[config.mk]
export PLATFORM = sky130hd
export DESIGN_NAME = mem_arbiter_flat
export DESIGN_NICKNAME = d
export VERILOG_FILES = /design/src/rtl/mem_arbiter_if.sv /design/src/rtl/mem_arbiter.sv /design/src/flat_wrapper.sv
export SDC_FILE = /design/constraint.sdc
export NUM_CORES = 1
export LEC_CHECK = 0
export BUFFER_PORTS_ARGS = -buffer_cell sky130_fd_sc_hd__buf_2
export CORE_ASPECT_RATIO = 0.8
export CORE_MARGIN = 2
export CORE_UTILIZATION = 50
export CTS_CLUSTER_DIAMETER = 150
export DETAILED_ROUTE_END_ITERATION = 8
export GPL_TIMING_DRIVEN = 0
export PLACE_DENSITY = 0.72
export SYNTH_ARGS = -nofsm -noshare
export SYNTH_HDL_FRONTEND = slang
export SYNTH_SLANG_ARGS = --single-unit
[constraint.sdc]
create_clock -name clk -period 10.7 [get_ports clk]
set_input_delay 2.14 -clock clk [delete_from_list [all_inputs] [get_ports clk]]
set_output_delay 2.14 -clock clk [all_outputs]
set_load 0.02 [all_outputs]
[src/rtl/mem_arbiter_if.sv]
// mem_arbiter_if: fetch/LSB handshakes and the byte-wide RAM/IO bus around mem_arbiter
interface mem_arbiter_if #(
    parameter int LINE_BYTES = 16,
    parameter int ADDR_WIDTH = 32
);
    logic                    rdy;
    logic                    rollback;
    logic                    if_en;
    logic [ADDR_WIDTH-1:0]   if_addr;
    logic                    if_finish;
    logic [8*LINE_BYTES-1:0] if_line;
    logic                    ls_en;
    logic                    ls_wr;
    logic [1:0]              ls_size;
    logic [ADDR_WIDTH-1:0]   ls_addr;
    logic [31:0]             ls_wdata;
    logic                    ls_finish;
    logic [31:0]             ls_rdata;
    logic [7:0]              mem_din;
    logic [7:0]              mem_dout;
    logic [ADDR_WIDTH-1:0]   mem_a;
    logic                    mem_wr;
    logic                    io_buffer_full;
    modport master (
        input  rdy, rollback, if_en, if_addr, ls_en, ls_wr, ls_size, ls_addr, ls_wdata, mem_din, io_buffer_full,
        output if_finish, if_line, ls_finish, ls_rdata, mem_dout, mem_a, mem_wr
    );
    modport slave (
        output rdy, rollback, if_en, if_addr, ls_en, ls_wr, ls_size, ls_addr, ls_wdata, mem_din, io_buffer_full,
        input  if_finish, if_line, ls_finish, ls_rdata, mem_dout, mem_a, mem_wr
    );
endinterface

[src/rtl/mem_arbiter.sv]
// mem_arbiter: single-port byte bus owner for icache line fetches and LSB loads/stores (MEM_ARBITER_RR_EN selects round-robin ties)
module mem_arbiter #(
    parameter int LINE_BYTES = 16,
    parameter int ADDR_WIDTH = 32
) (
    input  logic         clk,
    input  logic         rst,
    mem_arbiter_if.master bus
);
    localparam int IW = $clog2(LINE_BYTES);
    typedef enum logic [1:0] {IDLE, FETCH, LOAD, STORE} state_t;
    state_t                       state;
    logic [4:0]                   cnt;
    logic [4:0]                   len;
    logic [4:0]                   ls_len;
    logic [ADDR_WIDTH-1:0]        base;
    logic [ADDR_WIDTH-1:0]        mem_a_q;
    logic [ADDR_WIDTH-1:0]        nxt_addr;
    logic [31:0]                  wdata;
    logic [31:0]                  wshift;
    logic [LINE_BYTES-1:0][7:0]   dbuf;
    logic [LINE_BYTES-1:0][7:0]   buf_nx;
    logic [IW-1:0]                widx;
    logic [7:0]                   dout_q;
    logic                         wr_q;
    logic                         if_fin_q;
    logic                         ls_fin_q;
    logic [8*LINE_BYTES-1:0]      line_q;
    logic [31:0]                  rdata_q;
    logic                         rdy_q;
    logic                         skip;
    logic                         ls_ok;
    logic                         if_ok;
    logic                         pick_ls;
    logic                         grant_stall;
    logic                         store_stall;
    assign ls_ok       = bus.ls_en && !ls_fin_q && (bus.ls_wr || !bus.rollback);
    assign if_ok       = bus.if_en && !if_fin_q && !bus.rollback;
    assign ls_len      = bus.ls_size == 2'd0 ? 5'd1 : bus.ls_size == 2'd1 ? 5'd2 : 5'd4;
    assign nxt_addr    = base + ADDR_WIDTH'(cnt);
    assign wshift      = wdata >> {cnt[1:0], 3'b000};
    assign widx        = IW'(cnt - 5'd2);
    assign grant_stall = bus.ls_addr[17:16] == 2'b11 && bus.io_buffer_full;
    assign store_stall = nxt_addr[17:16] == 2'b11 && bus.io_buffer_full;
`ifdef MEM_ARBITER_RR_EN
    logic last_ls;
    // Remember which requester won the last grant so that ties alternate
    always_ff @(posedge clk) begin
        if (rst)
            last_ls <= 1'b0;
        else if (bus.rdy && state == IDLE && (ls_ok || if_ok))
            last_ls <= ls_ok && pick_ls;
    end
    assign pick_ls = !if_ok || !last_ls;
`else
    assign pick_ls = 1'b1;
`endif
    // Byte on mem_din belongs to the address issued two cycles into the read; slot it in unless a rewind left it stale
    always_comb begin
        buf_nx = dbuf;
        if (cnt >= 5'd2 && !skip)
            buf_nx[widx] = bus.mem_din;
    end
    // Grant, sequence and retire transfers; after an rdy freeze a read steps back two addresses to refill the RAM pipe
    always_ff @(posedge clk) begin
        if (rst) begin
            state    <= IDLE;
            cnt      <= 5'd0;
            len      <= 5'd0;
            base     <= '0;
            wdata    <= 32'd0;
            dbuf     <= '0;
            mem_a_q  <= '0;
            dout_q   <= 8'd0;
            wr_q     <= 1'b0;
            if_fin_q <= 1'b0;
            ls_fin_q <= 1'b0;
            line_q   <= '0;
            rdata_q  <= 32'd0;
            rdy_q    <= 1'b1;
            skip     <= 1'b0;
        end else begin
            rdy_q <= bus.rdy;
            if (bus.rdy) begin
                if_fin_q <= 1'b0;
                ls_fin_q <= 1'b0;
                case (state)
                    IDLE: begin
                        if (ls_ok && pick_ls) begin
                            state   <= bus.ls_wr ? STORE : LOAD;
                            base    <= bus.ls_addr;
                            wdata   <= bus.ls_wdata;
                            len     <= ls_len;
                            mem_a_q <= bus.ls_addr;
                            dout_q  <= bus.ls_wdata[7:0];
                            dbuf    <= '0;
                            skip    <= 1'b0;
                            wr_q    <= bus.ls_wr && !grant_stall;
                            cnt     <= bus.ls_wr && grant_stall ? 5'd0 : 5'd1;
                        end else if (if_ok) begin
                            state   <= FETCH;
                            base    <= bus.if_addr;
                            len     <= 5'(LINE_BYTES);
                            mem_a_q <= bus.if_addr;
                            dbuf    <= '0;
                            skip    <= 1'b0;
                            wr_q    <= 1'b0;
                            cnt     <= 5'd1;
                        end
                    end
                    STORE: begin
                        if (cnt == len) begin
                            state    <= IDLE;
                            cnt      <= 5'd0;
                            wr_q     <= 1'b0;
                            ls_fin_q <= 1'b1;
                        end else if (store_stall) begin
                            wr_q <= 1'b0;
                        end else begin
                            mem_a_q <= nxt_addr;
                            dout_q  <= wshift[7:0];
                            wr_q    <= 1'b1;
                            cnt     <= cnt + 5'd1;
                        end
                    end
                    default: begin
                        if (bus.rollback) begin
                            state <= IDLE;
                            cnt   <= 5'd0;
                            skip  <= 1'b0;
                        end else if (!rdy_q && cnt >= 5'd2 && cnt <= len) begin
                            mem_a_q <= nxt_addr - ADDR_WIDTH'(2);
                            cnt     <= cnt - 5'd1;
                            skip    <= 1'b1;
                        end else begin
                            dbuf <= buf_nx;
                            skip <= 1'b0;
                            if (cnt < len)
                                mem_a_q <= nxt_addr;
                            if (cnt == len + 5'd1) begin
                                state <= IDLE;
                                cnt   <= 5'd0;
                                if (state == FETCH) begin
                                    if_fin_q <= 1'b1;
                                    line_q   <= buf_nx;
                                end else begin
                                    ls_fin_q <= 1'b1;
                                    rdata_q  <= buf_nx[3:0];
                                end
                            end else begin
                                cnt <= cnt + 5'd1;
                            end
                        end
                    end
                endcase
            end
        end
    end
    assign bus.mem_a     = mem_a_q;
    assign bus.mem_dout  = dout_q;
    assign bus.mem_wr    = wr_q && bus.rdy;
    assign bus.if_finish = if_fin_q;
    assign bus.if_line   = line_q;
    assign bus.ls_finish = ls_fin_q;
    assign bus.ls_rdata  = rdata_q;
endmodule

[src/flat_wrapper.sv]
// flat-port wrapper written by rule: the top's interface ports become plain ports
module mem_arbiter_flat 
#(
    parameter int LINE_BYTES = 16,
    parameter int ADDR_WIDTH = 32
)
  (clk, rst, bus_rdy, bus_rollback, bus_if_en, bus_if_addr, bus_ls_en, bus_ls_wr, bus_ls_size, bus_ls_addr, bus_ls_wdata, bus_mem_din, bus_io_buffer_full, bus_if_finish, bus_if_line, bus_ls_finish, bus_ls_rdata, bus_mem_dout, bus_mem_a, bus_mem_wr);
  mem_arbiter_if #(.LINE_BYTES(LINE_BYTES), .ADDR_WIDTH(ADDR_WIDTH)) bus_i ();
  input  logic clk;
  input  logic rst;
  input wire logic [$bits(bus_i.rdy)-1:0] bus_rdy;
  input wire logic [$bits(bus_i.rollback)-1:0] bus_rollback;
  input wire logic [$bits(bus_i.if_en)-1:0] bus_if_en;
  input wire logic [$bits(bus_i.if_addr)-1:0] bus_if_addr;
  input wire logic [$bits(bus_i.ls_en)-1:0] bus_ls_en;
  input wire logic [$bits(bus_i.ls_wr)-1:0] bus_ls_wr;
  input wire logic [$bits(bus_i.ls_size)-1:0] bus_ls_size;
  input wire logic [$bits(bus_i.ls_addr)-1:0] bus_ls_addr;
  input wire logic [$bits(bus_i.ls_wdata)-1:0] bus_ls_wdata;
  input wire logic [$bits(bus_i.mem_din)-1:0] bus_mem_din;
  input wire logic [$bits(bus_i.io_buffer_full)-1:0] bus_io_buffer_full;
  output wire logic [$bits(bus_i.if_finish)-1:0] bus_if_finish;
  output wire logic [$bits(bus_i.if_line)-1:0] bus_if_line;
  output wire logic [$bits(bus_i.ls_finish)-1:0] bus_ls_finish;
  output wire logic [$bits(bus_i.ls_rdata)-1:0] bus_ls_rdata;
  output wire logic [$bits(bus_i.mem_dout)-1:0] bus_mem_dout;
  output wire logic [$bits(bus_i.mem_a)-1:0] bus_mem_a;
  output wire logic [$bits(bus_i.mem_wr)-1:0] bus_mem_wr;
  assign bus_i.rdy = bus_rdy;
  assign bus_i.rollback = bus_rollback;
  assign bus_i.if_en = bus_if_en;
  assign bus_i.if_addr = bus_if_addr;
  assign bus_i.ls_en = bus_ls_en;
  assign bus_i.ls_wr = bus_ls_wr;
  assign bus_i.ls_size = bus_ls_size;
  assign bus_i.ls_addr = bus_ls_addr;
  assign bus_i.ls_wdata = bus_ls_wdata;
  assign bus_i.mem_din = bus_mem_din;
  assign bus_i.io_buffer_full = bus_io_buffer_full;
  assign bus_if_finish = bus_i.if_finish;
  assign bus_if_line = bus_i.if_line;
  assign bus_ls_finish = bus_i.ls_finish;
  assign bus_ls_rdata = bus_i.ls_rdata;
  assign bus_mem_dout = bus_i.mem_dout;
  assign bus_mem_a = bus_i.mem_a;
  assign bus_mem_wr = bus_i.mem_wr;
  mem_arbiter #(.LINE_BYTES(LINE_BYTES), .ADDR_WIDTH(ADDR_WIDTH)) u_core (.clk(clk), .rst(rst), .bus(bus_i));
endmodule
### Word level (Yosys, flattened, before mapping)

Cells that the tools add are included.

* bits in registers: 409

* add/subtract/negate cells: 6
* order comparisons: 5
* equal/unequal tests: 17
* shifts and indexed selects: 1
* muxes and demuxes: 62
* bitwise operators: 5
* reductions and logical operators: 38

Operator list (number)
* $mux W128: 5
* $pmux W128 S2: 1
* $mux W32: 7
* $bwmux W128: 1
* $pmux W32 S2: 1
* $mux W5: 10
* $add A32 B5 Y32: 1
* $demux W8 S4: 1
* $mux W8: 4
* $shr A32 B5 Y8: 1
* $sub A32 B2 Y32 const B: 1
* $mux W1: 19
* $reduce_and A6 Y1: 3
* $pmux W8 S2: 1
* $reduce_and A3 Y1: 5
* $reduce_and A5 Y1: 3
* $logic_and A1 B1 Y1: 13
* $mux W2: 6
* $add A5 B1 Y5 const B: 2
* $eq A5 B5 Y1: 2
* $pmux W5 S2: 1
* $reduce_bool A4 Y1: 2
* $eq A2 B2 Y1 const B: 3
* $logic_not A1 Y1: 6
* 21 further kinds: 35

### Depth between registers and ports, before layout

* depth after elaboration: 10
* gate-level depth with buffers: 14
* mapped depth without buffers: 11

### Worst setup path after synthesis

OpenSTA, ideal clock, no wires.

* path type: input port to output port
* start: input bus_rdy
* end: output bus_mem_wr
* arrival time: 2.635 ns
* path slack: 5.925 ns
* stages: 2
* path buffers: 1
* path through: clkbuf_1 -> and2_1

* cells in the longest elaborated chain, start to end: 1

RTL lines
* from (decl): RTL line flat_wrapper.sv:11 `input wire logic [$bits(bus_i.rdy)-1:0] bus_rdy;`
* $logic_and A1 B1 Y1: RTL line mem_arbiter.sv:161 `assign bus.mem_wr = wr_q && bus.rdy;`
* to (decl): RTL line flat_wrapper.sv:28 `output wire logic [$bits(bus_i.mem_wr)-1:0] bus_mem_wr;`

Every way passes these cells.

### Worst setup path in the final report

* start: register u_core.cnt[0]
* end: register u_core.line_q[79] (netlist: u_core.bus.if_line[79])

* cells in the longest elaborated chain, start to end: 7
* elaborated cells between the ends (all ways): 16
* those cells by class: add/sub: 1; order compare: 4; eq/ne: 1; mux: 4; bitwise: 1; reduce/logical: 5

RTL lines
* from (decl): RTL line mem_arbiter.sv:13 `logic [4:0] cnt;`
* from (signal assigned): RTL line mem_arbiter.sv:99 `cnt <= bus.ls_wr && grant_stall ? 5'd0 : 5'd1;`
* from (signal assigned): RTL line mem_arbiter.sv:123 `cnt <= cnt + 5'd1;`
* from (signal assigned): RTL line mem_arbiter.sv:133 `cnt <= cnt - 5'd1;`
* $sub A4 B2 Y4: RTL line mem_arbiter.sv:42 `assign widx = IW'(cnt - 5'd2);`
* $lt A4 B5 Y1 (implied by the code) / $ge A4 B1 Y1 (equally long branches): RTL line mem_arbiter.sv:62 `buf_nx[widx] = bus.mem_din;`
* $logic_and A1 B1 Y1 (implied by the code): RTL line mem_arbiter.sv:62
* $mux W8 (implied by the code): RTL line mem_arbiter.sv:62
* $demux W8 S4
* $bwmux W128: RTL line mem_arbiter.sv:62
* $mux W128: RTL line mem_arbiter.sv:61 `if (cnt >= 5'd2 && !skip)`
* to (signal assigned): RTL line mem_arbiter.sv:145 `line_q <= buf_nx;`
* to (decl): RTL line mem_arbiter.sv:28 `logic [8*LINE_BYTES-1:0] line_q;`

Parallel ways exist; a longest one is shown, timed or not.
A chain may end at the register's enable or synchronous reset.

==> flow_summary.yaml <==
power:
  p_leak_nw: 8.030
  p_sw_frac: 0.2839
  vdd_drop_max_uv: 148.6
  intPower_mw: 2.553
  power.total_mw: 3.565
  p_comb_frac: 0.138
  p_clk_frac: 0.416
  powerDensity_nw_per_um2: 161.2
  seqPwrFrac: 0.446
  switchingPower_mw: 1.012
worst_setup_path:
  cp-end-kind: "flip-flop"
  timing.rr.end: "u_core.bus.if_line[79]$_SDFFE_PP0P_"
  critical_path.top_delay_family: "buffers and inverters"
  cp_common_cell: "clkbuf_1"
  cp_num_cells: 13
  r2r-start: "u_core.cnt[0]$_SDFFE_PP0P_"
  reg2reg_depth: 13
  cp.required_ns: 11.17
  crit_chain: "clkbuf_1 > buf_1 > inv_1 > ha_1 > a2111oi_2 > a211o_1 > buf_6 > nand3_1 > nor2_1 > clkbuf_1 > clkbuf_1 > nor2_1 > a211oi_1"
  critPathBufInv: 6
  worstSetupStartpoint: "u_core.cnt[0]$_SDFFE_PP0P_"
  start_kind: "flip-flop"
  crit_slowest_cell: "clkbuf_1"
  slowest_delay_ns: 0.81
  worst_ep_arrival_time_ns: 5.95
  path_max_fanout: 10
  regToRegSetupSlack_ns: 5.22
  crit_type: "reg2reg"
  endpoint: "u_core.bus.if_line[79]$_SDFFE_PP0P_"
final_layout:
  final_util: 0.6007
  area_delta_synth_final_pct: 19.20
  layout.cells.non_filler: 2972
  final_area_um2: 22110
  layout-drive-gt1-share: 0.1767
  nFillCells: 3224
  nets: 2589
floorplanning:
  dieArea_um2: 38670
  rows: 63
  initial_core_util: 0.5039
  die_h_um: 176.3
  ioPinCount: 317
  core-area_um2: 36810
  fp.dieW_um: 219.4
grt:
  antenna_found_initial: 3
  grt_pass1_wl_mm: 100.1
  track_usage: 0.3360
  grt_pass1_vias: 17196
  grt_max_degree: 15
  grt.overflow.total: 0
sta:
  fin_crit_sh: 0.5121
  clock_skew_ns: 0.01948
  setup_viol: 0
  hold_viol: 0
  worst_slew_pin_slew_ns: 1.155
  min_period_ns: 5.479
  slew_headroom: 0.2239
  hold_ws_ns: 0.4519
  max_freq_mhz: 182.5
  fin_tns_setup_ns: 0
  worst_slack_ns: 5.221
  rsz0062_at_grt: "no"
  report.final.slew_viol_count: 0
cts:
  clkLatencyLatePin_ns: 0.56
  htreeDepth: 2
  postCtsSetupRepairBufs: 0
  cts_tree: "yes"
  cts_hold_buf: 0
  clock_path_buffers: 3
  cts_root_buf: "clkbuf_16"
  cts.sinks: 408
  cts_made_buffers: 41
  clk_pin_slew_ns: 0.07
  cts.repair.resized: 0
placed_design:
  io_buffers: 314
  gp_congestion: 0.9464
  dpl-instance-area_um2: 20730
  pre_cts_ws_ns: 5.206
  place_inst: 2897
  post-dp-hpwl_mm: 49.01
worst_hold_path:
  hold_class: "reg2reg"
  hold_depth: 2
yosys:
  yosysSeqAreaShare: 0.4403
  avgSynthCellArea_um2: 8.850
  synthArstFlopShare: 0
  synthTopCellsByArea: "dfxtp_1 44%, mux2i_1 9.0%, nor2_1 8.6%"
  syn-instance-count: 2096
  synth-edff-count: 0
  yosysMostFrequentCell: "nor2_1"
  synth_ff_type: "dfxtp_1"
  synth_top_area_frac: 0.4403
  synth_area_leader_cell: "dfxtp_1"
  ys_ff_latch: 408
  synth_common_cells: "423 x nor2_1, 408 x dfxtp_1, 205 x a211oi_1"
  synth.distinct_cells: 73
  syn_area_um2: 18550
  synth_fp_nets: 2232
  synth_warnings: 0
drt:
  routed_wl_mm: 66.89
  drcViolationCount: 0
  wire_per_inst_um: 22.51
  num_vias: 18207
  routed_via_density: 6.126
  ant_nets: 0
  dr.pass1.iters: 6
  first_iter_violations: 2156
job:
  drv_cap: 0
status:
  status: "complete, no violations"
==> worst min-delay path, stage by stage (launching register included) <==
cell and delay, ns:
dfxtp_1 0.30, nand2_1 0.05, a21oi_1 0.05
==> cell usage in the layout (no fill, tap or decap), drive strengths merged, types with 21 or more instances in the layout <==
master,netlist,routed
nor2,423,423
a211oi,207,207
ha,21,21
nand3,33,33
buf,25,339
xnor2,36,36
inv,22,25
xor2,25,25
o21ai,32,32
a22oi,131,131
a21oi,71,71
nor3,55,55
mux2i,167,167
clkbuf,148,204
nand2,115,115
dfxtp,408,408
==> how the worst min path moves through the flow <==
stage	start	to	slack, ns
6_report	u_core.wdata[20]$_SDFFE_PP0P_	u_core.wdata[20]$_SDFFE_PP0P_	0.45
5_1_grt	u_core.wdata[3]$_SDFFE_PP0P_	u_core.wdata[3]$_SDFFE_PP0P_	0.47
4_1_cts	u_core.wdata[13]$_SDFFE_PP0P_	u_core.wdata[13]$_SDFFE_PP0P_	0.46
3_5_place_dp	u_core.wdata[13]$_SDFFE_PP0P_	u_core.wdata[13]$_SDFFE_PP0P_	0.45
3_3_place_gp	u_core.wdata[2]$_SDFFE_PP0P_	u_core.wdata[2]$_SDFFE_PP0P_	0.44
2_1_floorplan	u_core.wdata[16]$_SDFFE_PP0P_	u_core.wdata[16]$_SDFFE_PP0P_	0.43
==> cell type report <==
type / count / area [um^2] / share of cell area
Clock buffer: 56 / 1172 / 0.05302
Buffer: 173 / 684.4 / 0.03095
Tap cell: 487 / 609.3 / 0.02756
Antenna cell: 1 / 2.502 / 0.0001132
Inverter: 22 / 82.58 / 0.003735
Clock inverter: 18 / 197.7 / 0.008940
Sequential cell: 408 / 8168 / 0.3694
Timing Repair Buffer: 314 / 1572 / 0.07107
Multi-Input combinational cell: 1493 / 9624 / 0.4352
==> registers in the layout (all words and copies together) (netlist names), 5 cells and up <==
register	count
u_core.bus.ls_rdata	32
u_core.bus.if_line	128
u_core.bus.mem_a	32
u_core.cnt	5
u_core.bus.mem_dout	8
u_core.dbuf	128
u_core.base	32
u_core.wdata	32
==> power by group through the flow <==
stage	combinational [mW]	clock, mW	sequential (mW)
2_1_floorplan	0.276	0	1.64
3_3_place_gp	0.468	0	1.62
3_5_place_dp	0.475	0	1.62
4_1_cts	0.477	1.49	1.59
5_1_grt	0.525	1.55	1.59
6_report	0.492	1.48	1.59
==> cells by family (layout without fill, tap and decap cells) <==
group	after synthesis	in the layout	synth area share
AOI/OAI and AO/OA	528	528	0.2044
xor gates and xnor gates	61	61	0.02880
adders and majority gates	22	22	0.01524
buffers and inverters	195	583	0.04135
DFF	408	408	0.4403
muxes	184	184	0.1053
other	0	1	0
and+or+nand+nor	698	698	0.1646
==> metal layers <==
metal  GRT usage  up-vias  part of all wire
li1            -     8330                 -
met1      0.4886     8783              0.44
met2      0.4825      937              0.42
met3     0.07631      155              0.11
met4      0.1253        2             0.036
met5           0        -           0.00019
Power figures use the tool's default switching activity.
